==> config.mk <==
export PLATFORM = sky130hd
export DESIGN_NAME = gb_byte_host
export DESIGN_NICKNAME = d
export VERILOG_FILES = /design/src/rtl/gb_byte_host.sv
export SDC_FILE = /design/constraint.sdc
export NUM_CORES = 1
export LEC_CHECK = 0
export BUFFER_PORTS_ARGS = -buffer_cell sky130_fd_sc_hd__buf_2
export CAP_MARGIN = 10
export CORE_MARGIN = 2
export CORE_UTILIZATION = 43
export CTS_CLUSTER_SIZE = 24
export DETAILED_ROUTE_END_ITERATION = 10
export GPL_TIMING_DRIVEN = 0
export PLACE_DENSITY_LB_ADDON = 0.1
export SLEW_MARGIN = 25
export SYNTH_ARGS = -nofsm -noshare
export SYNTH_HDL_FRONTEND = slang
export SYNTH_SLANG_ARGS = --single-unit
==> constraint.sdc <==
create_clock -name gb_clk -period 2.4 [get_ports gb_clk]
set_input_delay 0.48 -clock gb_clk [delete_from_list [all_inputs] [get_ports gb_clk]]
set_output_delay 0.48 -clock gb_clk [all_outputs]
set_load 0.005 [all_outputs]
==> src/rtl/gb_byte_host.sv <==
// gb_byte_host: byte-stream command parser driving a ghostbus host port.
// It takes write/read frames from rx, issues one-cycle gb_wen/gb_rstb strobes,
// and returns an ACK/NAK byte or the read data MSB first on tx.
// Only one transaction is in flight at a time.
module gb_byte_host #(
  parameter int AW      = 24,
  parameter int DW      = 32,
  parameter int RD      = 8,
  parameter int IDLE_TO = 1000
) (
  input  logic          gb_clk,
  input  logic          gb_rst_n,
  input  logic [7:0]    rx_data,
  input  logic          rx_valid,
  output logic          rx_ready,
  output logic [7:0]    tx_data,
  output logic          tx_valid,
  input  logic          tx_ready,
  output logic [AW-1:0] gb_addr,
  output logic [DW-1:0] gb_wdata,
  output logic          gb_wen,
  output logic          gb_rstb,
  input  logic [DW-1:0] gb_rdata,
  output logic          busy,
  output logic [7:0]    err_cnt
);

  localparam int AB = AW / 8;
  localparam int DB = DW / 8;
  localparam int LW = $clog2(DB + 1);

  localparam logic [7:0] OP_WR = 8'h57;
  localparam logic [7:0] OP_RD = 8'h52;
  localparam logic [7:0] ACK   = 8'h06;
  localparam logic [7:0] NAK   = 8'h15;

  typedef enum logic [2:0] {
    S_IDLE, S_ADDR, S_WDATA, S_WSTB, S_RSTB, S_RWAIT, S_TX
  } state_t;

  state_t          state_q, state_d;
  logic            is_wr_q, is_wr_d;
  logic [7:0]      bcnt_q, bcnt_d;     // bytes taken in the current field
  logic [15:0]     to_q, to_d;         // idle cycles since last accepted byte
  logic [7:0]      wcnt_q, wcnt_d;     // read-latency countdown
  logic [AW-1:0]   addr_q, addr_d;
  logic [DW-1:0]   wdata_q, wdata_d;
  logic [DW-1:0]   rsh_q, rsh_d;       // remaining read-data bytes, MSB aligned
  logic [LW-1:0]   left_q, left_d;     // response bytes not yet handed off
  logic [7:0]      txd_q, txd_d;
  logic            txv_q, txv_d;
  logic [7:0]      err_q, err_d;
  logic            acc, snd, err_inc;

  // Accepting is gated by reset so rx_ready is low while reset is held.
  assign rx_ready = gb_rst_n &&
                    (state_q == S_IDLE || state_q == S_ADDR || state_q == S_WDATA);
  assign acc      = rx_valid && rx_ready;
  assign snd      = txv_q && tx_ready;

  assign tx_data  = txd_q;
  assign tx_valid = txv_q;
  assign gb_addr  = addr_q;
  assign gb_wdata = wdata_q;
  assign gb_wen   = (state_q == S_WSTB);
  assign gb_rstb  = (state_q == S_RSTB);
  assign busy     = (state_q != S_IDLE);
  assign err_cnt  = err_q;

  // Next-state and datapath: frame parsing, strobes, wait, response shifting.
  always_comb begin
    state_d = state_q;
    is_wr_d = is_wr_q;
    bcnt_d  = bcnt_q;
    to_d    = to_q;
    wcnt_d  = wcnt_q;
    addr_d  = addr_q;
    wdata_d = wdata_q;
    rsh_d   = rsh_q;
    left_d  = left_q;
    txd_d   = txd_q;
    txv_d   = txv_q;
    err_inc = 1'b0;
    case (state_q)
      S_IDLE: begin
        if (acc) begin
          if (rx_data == OP_WR || rx_data == OP_RD) begin
            is_wr_d = (rx_data == OP_WR);
            bcnt_d  = '0;
            to_d    = '0;
            state_d = S_ADDR;
          end else begin
            err_inc = 1'b1;
            txd_d   = NAK;
            txv_d   = 1'b1;
            left_d  = LW'(1);
            state_d = S_TX;
          end
        end
      end
      S_ADDR: begin
        if (acc) begin
          addr_d = (addr_q << 8) | AW'(rx_data);
          to_d   = '0;
          if (bcnt_q == 8'(AB - 1)) begin
            bcnt_d  = '0;
            state_d = is_wr_q ? S_WDATA : S_RSTB;
          end else begin
            bcnt_d = bcnt_q + 8'd1;
          end
        end else if (to_q == 16'(IDLE_TO - 1)) begin
          err_inc = 1'b1;
          state_d = S_IDLE;
        end else begin
          to_d = to_q + 16'd1;
        end
      end
      S_WDATA: begin
        if (acc) begin
          wdata_d = (wdata_q << 8) | DW'(rx_data);
          to_d    = '0;
          if (bcnt_q == 8'(DB - 1)) begin
            bcnt_d  = '0;
            state_d = S_WSTB;
          end else begin
            bcnt_d = bcnt_q + 8'd1;
          end
        end else if (to_q == 16'(IDLE_TO - 1)) begin
          err_inc = 1'b1;
          state_d = S_IDLE;
        end else begin
          to_d = to_q + 16'd1;
        end
      end
      S_WSTB: begin
        txd_d   = ACK;
        txv_d   = 1'b1;
        left_d  = LW'(1);
        state_d = S_TX;
      end
      S_RSTB: begin
        wcnt_d  = 8'(RD);
        state_d = S_RWAIT;
      end
      S_RWAIT: begin
        // Count 1 marks cycle c0+RD: sample the bus on the edge closing it.
        if (wcnt_q == 8'd1) begin
          txd_d   = gb_rdata[DW-1 -: 8];
          rsh_d   = gb_rdata << 8;
          left_d  = LW'(DB);
          txv_d   = 1'b1;
          state_d = S_TX;
        end else begin
          wcnt_d = wcnt_q - 8'd1;
        end
      end
      S_TX: begin
        if (snd) begin
          if (left_q == LW'(1)) begin
            txv_d   = 1'b0;
            state_d = S_IDLE;
          end else begin
            txd_d  = rsh_q[DW-1 -: 8];
            rsh_d  = rsh_q << 8;
            left_d = left_q - LW'(1);
          end
        end
      end
      default: state_d = S_IDLE;
    endcase
    err_d = (err_inc && err_q != 8'hFF) ? err_q + 8'd1 : err_q;
  end

  // State and datapath registers; reset drops any frame or response in progress.
  always_ff @(posedge gb_clk or negedge gb_rst_n) begin
    if (!gb_rst_n) begin
      state_q <= S_IDLE;
      is_wr_q <= 1'b0;
      bcnt_q  <= '0;
      to_q    <= '0;
      wcnt_q  <= '0;
      addr_q  <= '0;
      wdata_q <= '0;
      rsh_q   <= '0;
      left_q  <= '0;
      txd_q   <= '0;
      txv_q   <= 1'b0;
      err_q   <= '0;
    end else begin
      state_q <= state_d;
      is_wr_q <= is_wr_d;
      bcnt_q  <= bcnt_d;
      to_q    <= to_d;
      wcnt_q  <= wcnt_d;
      addr_q  <= addr_d;
      wdata_q <= wdata_d;
      rsh_q   <= rsh_d;
      left_q  <= left_d;
      txd_q   <= txd_d;
      txv_q   <= txv_d;
      err_q   <= err_d;
    end
  end

endmodule

==> After elaboration in Yosys (flattened, before gate mapping) <==
Cells that the tools add are included.
{ "classes": {"reduce_logical": 25, "eq_ne": 27, "n_addsub": 5, "bitwise_logic": 2, "muxes": 53} }
{ "op_table": {"columns": ["cell", "count"], "rows": [
  ["2-to-1 mux 32 bit", 3],
  ["2-to-1 mux 8 bit", 12],
  ["2-to-1 mux 16 bit", 4],
  ["one-hot mux 32 bit (2 select lines)", 1],
  ["2-to-1 mux 3 bit", 16],
  ["OR 32 x 8 -> 32 bit", 1],
  ["one-hot mux 16 bit (2 select lines)", 1],
  ["one-hot mux 8 bit (4 select lines)", 1],
  ["OR 24 x 8 -> 24 bit", 1],
  ["one-hot mux 8 bit (3 select lines)", 1],
  ["one-hot mux 3 bit (7 select lines)", 1],
  ["inequality test 2 bit, second input constant", 9],
  ["AND reduction 6 bit", 3],
  ["adder 16 x 1 -> 16 bit, second input constant", 1],
  ["adder 8 x 1 -> 8 bit, second input constant", 2],
  ["equality test 16 x 10 -> 1 bit, second input constant", 1],
  ["equality test 8 x 2 -> 1 bit, second input constant", 2],
  ["equality test 8 x 7 -> 1 bit, second input constant", 2],
  ["one-hot mux 8 bit (2 select lines)", 1],
  ["one-hot mux 3 bit (4 select lines)", 1],
  ["equality test 3 bit, second input constant", 3],
  ["2-to-1 mux 1 bit", 9],
  ["equality test 8 x 1 -> 1 bit, second input constant", 1],
  ["inequality test 8 bit, second input constant", 1],
  ["20 further kinds", 34]
]} }
{ "totals": {"reg_bits": 144, "in_bits": 44, "wordCells": 124, "output_inout_bits": 77} }

==> Logic depth before layout (Yosys ltp) <==
Gate-level depths: netlist of the first run.
{ "depth": {"ltp_word": 8, "ltp_mapped": 8, "depth_no_buf": 7} }

==> Least setup slack after synthesis of the first run <==
OpenSTA, ideal clock, no wires.
{ "synth_path": {"path_kind": "input port to flip-flop", "from": "input rx_valid", "to": "register err_q[1] (netlist: err_cnt[1])", "n_path_buf": 1, "arrival_time_ns": 1.875, "t_required_ns": 2.275, "setup_slack_ns": 0.400, "setup_ns": 0.125, "stages": 6, "cell_sequence": "and2_2 -> or3_1 -> buf_2 -> a2bb2oi_2 -> nor2_1 -> mux2_2"} }
{ "synth_via": {"elab_chain_cells": 4, "elab_cells_between_ends": 5, "cone_classes": "mux: 3; reduce/logical: 2"} }
{ "synth_rtl": {"columns": ["element", "line_no", "rtl"], "rows": [
  ["start: declaration", "14", "input logic rx_valid,"],
  ["logical AND 1 bit *", "58", "assign acc = rx_valid && rx_ready;"],
  ["2-to-1 mux 1 bit (on tied branches)", "102, 86", null],
  ["one-hot mux 1 bit (2 select lines) *", "84", "case (state_q)"],
  ["logical AND 1 bit *", "171", "err_d = (err_inc && err_q != 8'hFF) ? err_q + 8'd1 : err_q;"],
  ["end signal: assignment", "201", "err_q <= err_d;"],
  ["end: declaration", "52", "logic [7:0] err_q, err_d;"]
]} }
Every way passes the cells marked *; elsewhere a longest branch is shown, timed or not.
A chain may end at the register's enable or synchronous reset.

==> Final worst setup path of the first run <==
{ "layout_path": {"from": "register state_q[0]", "to": "output gb_rstb"} }
{ "layout_via": {"elab_chain_cells": 1} }
{ "layout_rtl": {"columns": ["element", "line_no", "rtl"], "rows": [
  ["start: declaration", "41", "state_t state_q, state_d;"],
  ["start signal: assignment", "190", "state_q <= state_d;"],
  ["equality test 3 bit", "66", "assign gb_rstb = (state_q == S_RSTB);"],
  ["end: declaration", "22", "output logic gb_rstb,"]
]} }
No other way between the ends.

==> results of run 1 <==
[area by class of cell]
class	count	area [µm²]
Fill cell	1374	6990
Sequential cell	136	3400
Multi-Input combinational cell	435	2940
Timing Repair Buffer	123	678
Clock buffer	19	453
Tap cell	188	235
Clock inverter	13	156
Buffer	25	139
Inverter	12	45.0
[stage by stage]
step,total power [µW],TNS (ns)
2_1_floorplan,2420,0
3_3_place_gp,2540,-388.00
3_5_place_dp,2550,-0.930
4_1_cts,5260,0
5_1_grt,5390,0
6_report,5200,0
[cell usage in the layout, fill, tap and decap left out, types with 3 or more instances in the layout]
cell type	n
nand2b_1	10
dfrtp_1	136
inv_1	12
a22o_1	6
nor3b_1	4
mux2_2	67
nand4_1	5
clkinvlp_4	4
nand3_1	32
or4_1	5
ha_1	8
o31ai_1	6
nor4_1	7
nor3_1	4
clkbuf_1	4
inv_6	5
o211ai_1	3
clkbuf_2	3
buf_2	134
and2_1	4
nand2_1	63
nor2_1	49
xnor2_1	3
clkbuf_16	17
nand3b_1	3
buf_6	3
and3_1	11
nor2_2	4
a21oi_1	21
o21ai_0	27
or2_2	3
a31oi_1	31
xor2_1	13
or3_1	7
o21a_1	3
[worst max-delay path: cells and delay by family (launching register included)]
| kind | cells | cell delay (ns) |
|---|---|---|
| buf+inv | 4 | 0.67 |
| flops | 1 | 0.40 |
| simple gates | 2 | 0.33 |
[synth_stat cells (5+ instances only)]
cell,count
a22o_1,6
or3_1,7
o31ai_1,6
xor2_1,13
a31oi_1,31
buf_2,15
ha_1,8
clkbuf_1,7
nor2_1,50
nand2_1,63
o21ai_0,27
nand2b_1,10
and3_1,11
dfrtp_1,136
nand4_1,5
nor4_1,7
or4_1,5
nand3_1,32
a21oi_1,21
inv_1,12
mux2_2,67
[power groups by stage]
| stage | clock network, µW | logic, µW | registers [µW] |
|---|---|---|---|
| global route | 2850 | 205 | 2330 |
| CTS | 2750 | 187 | 2330 |
| global placement | 0 | 166 | 2370 |
| finish | 2690 | 180 | 2330 |
| floorplan | 0 | 47.6 | 2370 |
| detailed placement | 0 | 177 | 2370 |
[routing by layer]
layer	up-vias	part of all wire	wire length, µm
li1	2486	-	-
met4	0	0.012	189
met1	2643	0.45	7240
met3	13	0.072	1170
met5	-	0	0
met2	148	0.47	7600
[path summary, 6_finish.rpt]
path / from / end / slack (ns) / cells past startpoint
hold reg to reg: err_cnt[6] / err_cnt[6] / 0.50 / 1
setup / recovery: state_q[0] / gb_rstb / 0.11 / 6
hold / removal: gb_rst_n / err_cnt[0] / 0.04 / 2
max in group asynchronous: gb_rst_n / gb_addr[10] / 1.92 / 2
min in group gb_clk: gb_rdata[2] / rsh_q[10] / 0.28 / 3
setup reg to reg: state_q[2] / gb_addr[2] / 0.21 / 5
[repair_timing]
action	CTS	global route
endpoints found under the hold margin	25	0
setup endpoints to repair	2	13
resized for setup	2	4
hold buffers	2	0
[sequential cells by signal, indices dropped and copies added (netlist names), 8 cells and up]
| register | flops |
|---|---|
| bcnt_q | 8 |
| err_cnt | 8 |
| gb_addr | 24 |
| gb_wdata | 32 |
| rsh_q | 24 |
| to_q | 16 |
| tx_data | 8 |
| wcnt_q | 8 |
[cell families (layout without fill, tap and decap cells)]
family,count (synthesis),in the layout
AOI/OAI and AO/OA,120,120
xor gates and xnor gates,16,16
adders and majority gates,8,8
buffers and inverters,37,192
DFF,136,136
muxes,67,67
and+or+nand+nor,224,224
==> impl_metrics.csv, run 1 <==
group,metric,value,unit
outcome,status,"finished, final reports clean",
cts,clk_pin_slew_worst_paths,0.06,ns
setup_path,cpMostUsedCell,"buf_2",
synthesis,async_flop_share,1.00,
cts,cts_made_buffers,17,
synthesis,muxShareOfSynthArea,0.116,
setup_path,cp_max_fo,10,
synthesis,synthAdderAreaFrac,0.0154,
synthesis,synth.avg_cell_area,10.7,µm²
placed_design,place_inst,917,
timing,timing.hold.ws,0.0419,ns
grt,grt_use_met3,0.0775,
grt,grt_overflow_total,0,
floorplan,dieArea,16200,µm²
cts,clk_root_buffer_cell,"clkbuf_16",
grt,met1_usage,0.277,
setup_path,start_kind,"flip-flop",
synthesis,synth_top_family_by_area,"simple AND/OR/NAND/NOR gates",
final_layout,layout-drive-gt1-share,0.347,
timing,min_period_over_period,0.956,
routing,drtIter0Drc,268,
synthesis,synth_area_leaders,"dfrtp_1 52%, mux2_2 12%, nand2_1 3.6%",
timing,skew,0.00979,ns
final_layout,final_cell_count_no_fill,951,
grt,grt_pass1_vias,5383,
synthesis,yosys.area.top_type,"dfrtp_1",
placed_design,dp_hpwl,11.4,mm
grt,use_met2,0.336,
synthesis,yosys.area_share.simple,0.176,
final_layout,utilization,0.535,
synthesis,syn_area,6520,µm²
timing,drv_slew,0,
power_and_ir_drop,p_leak,0.00399,µW
timing,worst_pin_slew,0.721,ns
timing,finalSetupViolCount,0,
setup_path,path_class,"flip-flop to output pin",
synthesis,synth_xor_area_frac,0.0215,
timing,fmax,436,MHz
grt,grt_max_degree,85,
floorplan,rows,45,
cts,cts.sinks,136,
power_and_ir_drop,p_int,4000,µW
timing,maxSlewHeadroom,0.516,
power_and_ir_drop,clock_power_share,0.517,
timing,rsz0062_at_grt,"no",
floorplan,fp.dieH,127,µm
synthesis,synth_compound_area_frac,0.121,
setup_path,crit_path_cell_trace,"buf_6 > buf_2 > nor2_2 > nand2_1 > inv_1 > buf_2",
floorplan,design.portCount,121,
routing,drtPass1Iterations,4,
cts,clk_path_buf_depth,2,
power_and_ir_drop,seqPwrFrac,0.448,
cts,cts_setup_buffers,0,
final_layout,area_growth_syn_to_layout,23.5,%
routing,via_per_inst,5.56,
grt,grt_usage,0.212,
placed_design,portBuffers,120,
setup_path,cp_slowest_cell,"dfrtp_1",
routing,avgRoutedWirePerCell,17.0,µm
grt,grt_pass1_wl,27.1,mm
synthesis,synth.top_cell.area_share,0.522,
floorplan,core,15000,µm²
job,drv_cap,0,
synthesis,synth-main-ff-cell,"dfrtp_1",
timing,fin_ws,0.106,ns
grt,antenna_found_initial,1,
setup_path,worstPathRequired,1.92,ns
synthesis,syn-num-nets,660,
min_path,hp-class,"input pin to asynchronous set/reset pin",
placed_design,placed_area,7390,µm²
power_and_ir_drop,ir_drop,0.508,mV
placed_design,place_congestion,0.866,
synthesis,syn_inst,608,
synthesis,yosys_warnings,0,
cts,clock_latency,0.42,ns
routing,wirelength,16.2,mm
power_and_ir_drop,cellPowerDensity,646,nW/µm²
final_layout,diodes,0,
setup_path,critPathArrivalTime,1.81,ns
synthesis,ys_ff_latch,136,
routing,antenna_left,0,
placed_design,pre_cts_ws,-0.116,ns
synthesis,yosysSeqAreaShare,0.522,
setup_path,endpoint_kind,"output pin",
timing,finalHoldViolCount,0,
power_and_ir_drop,combPwrFrac,0.035,
routing,vias,5290,
cts,cts_tree,"built",
final_layout,nets,802,
timing,period_minus_slack,2.29,ns
cts,htreeDepth,4,
grt,top_usage_layer,"met2",
floorplan,initial_utilization,0.434,
setup_path,max_stage_delay,0.40,ns
synthesis,yosysUniqueCellTypes,61,
routing,drc,0,
floorplan,die_w,127,µm
power_and_ir_drop,p_switching,1190,µW
final_layout,final_area,8050,µm²
power_and_ir_drop,swShare,0.230,
synthesis,synth-edff-count,0,
Power figures use the tool's default switching activity.
==> run 2: changes to the inputs <==
--- a/config.mk
+++ b/config.mk
@@ -5,10 +5,11 @@
 export SDC_FILE = /design/constraint.sdc
 export NUM_CORES = 1
 export LEC_CHECK = 0
-export BUFFER_PORTS_ARGS = -buffer_cell sky130_fd_sc_hd__buf_2
+export ABC_CLOCK_PERIOD_IN_PS = 2400
+export BUFFER_PORTS_ARGS = -buffer_cell sky130_fd_sc_hd__clkbuf_2
 export CAP_MARGIN = 10
 export CORE_MARGIN = 2
-export CORE_UTILIZATION = 43
+export CORE_UTILIZATION = 56
 export CTS_CLUSTER_SIZE = 24
 export DETAILED_ROUTE_END_ITERATION = 10
 export GPL_TIMING_DRIVEN = 0
==> run 2 against run 1 <==
Effect of this change: via count grew 0.17%; global-route usage increased by 5.2 points; sequential share of layout area rose by 0.52 points; clock skew decreased by 0.0014 ns; critical endpoint is now rx_ready; largest power group unchanged.
==> impl_metrics.csv, run 2 (synthesized netlist as in run 1, its figures left out) <==
group,metric,value,unit
routing,drc,0,
final_layout,layout_common_cells,"136 x dfrtp_1, 120 x clkbuf_2, 67 x mux2_2, 63 x nand2_1, 49 x nor2_1",
setup_path,crit_family,"buffers and inverters",
floorplan,die_w,112,µm
setup_path,endpoint_kind,"output pin",
timing,finalHoldViolCount,0,
grt,grt_pass1_vias,5278,
floorplan,fp.dieH,112,µm
routing,drtIter0Drc,359,
timing,worst_pin_slew,0.722,ns
grt,grt_pass1_wl,26.3,mm
timing,skew,0.00839,ns
routing,drtPass1Iterations,7,
setup_path,crit_path_cell_trace,"buf_6 > buf_2 > a21oi_2 > and2_1 > clkbuf_2",
routing,vias,5299,
grt,grt_overflow_total,0,
timing,min_period_over_period,0.955,
routing,via_per_inst,5.87,
power_and_ir_drop,p_leak,0.00393,µW
placed_design,dp_hpwl,10.9,mm
cts,clock_latency,0.42,ns
cts,cts_made_buffers,17,
setup_path,worstPathRequired,1.92,ns
power_and_ir_drop,cellPowerDensity,656,nW/µm²
setup_path,cp_max_fo,10,
setup_path,critPathArrivalTime,1.81,ns
floorplan,design.portCount,121,
cts,clk_path_buf_depth,2,
cts,clk_pin_slew_worst_paths,0.05,ns
timing,drv_slew,0,
power_and_ir_drop,ir_drop,0.671,mV
placed_design,place_congestion,0.930,
cts,cts.sinks,136,
min_path,hp-class,"input pin to asynchronous set/reset pin",
power_and_ir_drop,finalPower,5220,µW
setup_path,critPathBufInv,3,
job,drv_cap,0,
setup_path,r2r-end,"state_q[2]",
floorplan,rows,39,
timing,maxSlewHeadroom,0.515,
final_layout,final_area,7950,µm²
placed_design,placed_area,7330,µm²
setup_path,rr_worst_depth,7,
final_layout,largest_register_ffs,32,
final_layout,layout-drive-gt1-share,0.341,
timing,setup_tns,0,ns
routing,avgRoutedWirePerCell,17.4,µm
floorplan,dieArea,12500,µm²
final_layout,fillerInstances,847,
final_layout,seq_area,3400,µm²
setup_path,reg2reg_from,"state_q[0]",
routing,antenna_left,0,
routing,wirelength,15.7,mm
cts,cts_tree,"built",
floorplan,initial_utilization,0.573,
final_layout,multiInputGateArea,2940,µm²
floorplan,core,11400,µm²
grt,antenna_found_initial,0,
grt,grt_usage,0.264,
setup_path,max_stage_delay,0.40,ns
setup_path,cp_slowest_cell,"dfrtp_1",
outcome,status,"finished, final reports clean",
setup_path,r2r_slack,0.21,ns
setup_path,crit_start,"state_q[0]",
final_layout,diodes,0,
cts,clk_root_buffer_cell,"clkbuf_16",
setup_path,start_kind,"flip-flop",
final_layout,final_common_cell,"dfrtp_1",
final_layout,area_growth_syn_to_layout,22.0,%
placed_design,portBuffers,120,
timing,fmax,436,MHz
timing,period_minus_slack,2.29,ns
final_layout,nets,800,
grt,grt_max_degree,73,
cts,htreeDepth,4,
timing,finalSetupViolCount,0,
setup_path,path_class,"flip-flop to output pin",
[run 2: through the flow]
step | utilization | hold WS (ns) | setup slack [ns] | std cells
global route | 0.699 | 0.101 | -0.00159 | 903
floorplan | - | 0.184 | 0.400 | 608
detailed placement | 0.645 | 0.492 | -0.271 | 872
finish | 0.699 | 0.0548 | 0.108 | 903
global placement | 0.642 | 0.472 | -2.66 | 871
CTS | 0.699 | 0.0809 | 0.0464 | 903
[run 2: worst max path at each step]
stage,to,slack (ns),depth (start not counted)
after floorplan,err_cnt[1],0.40,6
after global placement,gb_addr[21],-2.66,5
after detailed placement,to_q[0],-0.27,7
after CTS,gb_rstb,0.05,6
after global routing,gb_rstb,-0.002,6
final,rx_ready,0.11,5
[run 2: layer usage]
metal / vias up / track usage / share of wire
li1: 2482 / - / -
met1: 2638 / 0.348 / 0.44
met2: 162 / 0.426 / 0.49
met3: 17 / 0.0757 / 0.054
met4: 0 / 0.0840 / 0.014
met5: - / 0 / 0
[run 2: timing repair]
item                       CTS  global route
hold buffers                 0             0
resized for setup            2             2
setup endpoints to repair    1             1
setup buffers                0             0
[run 2: layout make-up]
cell class	count	share of cell area
multi-input combinational	435	0.370
tap	143	0.0225
clock buffer	19	0.0545
inverter	12	0.00567
timing repair buffer	121	0.0801
buffer	25	0.0173
sequential	136	0.428
clock inverter	12	0.0223
[run 2: report_power, final]
group / switching (µW) / internal [µW]
Sequential: 18.1 / 2310
Clock: 983 / 1730
Combinational: 102 / 70.5
Total: 1100 / 4110
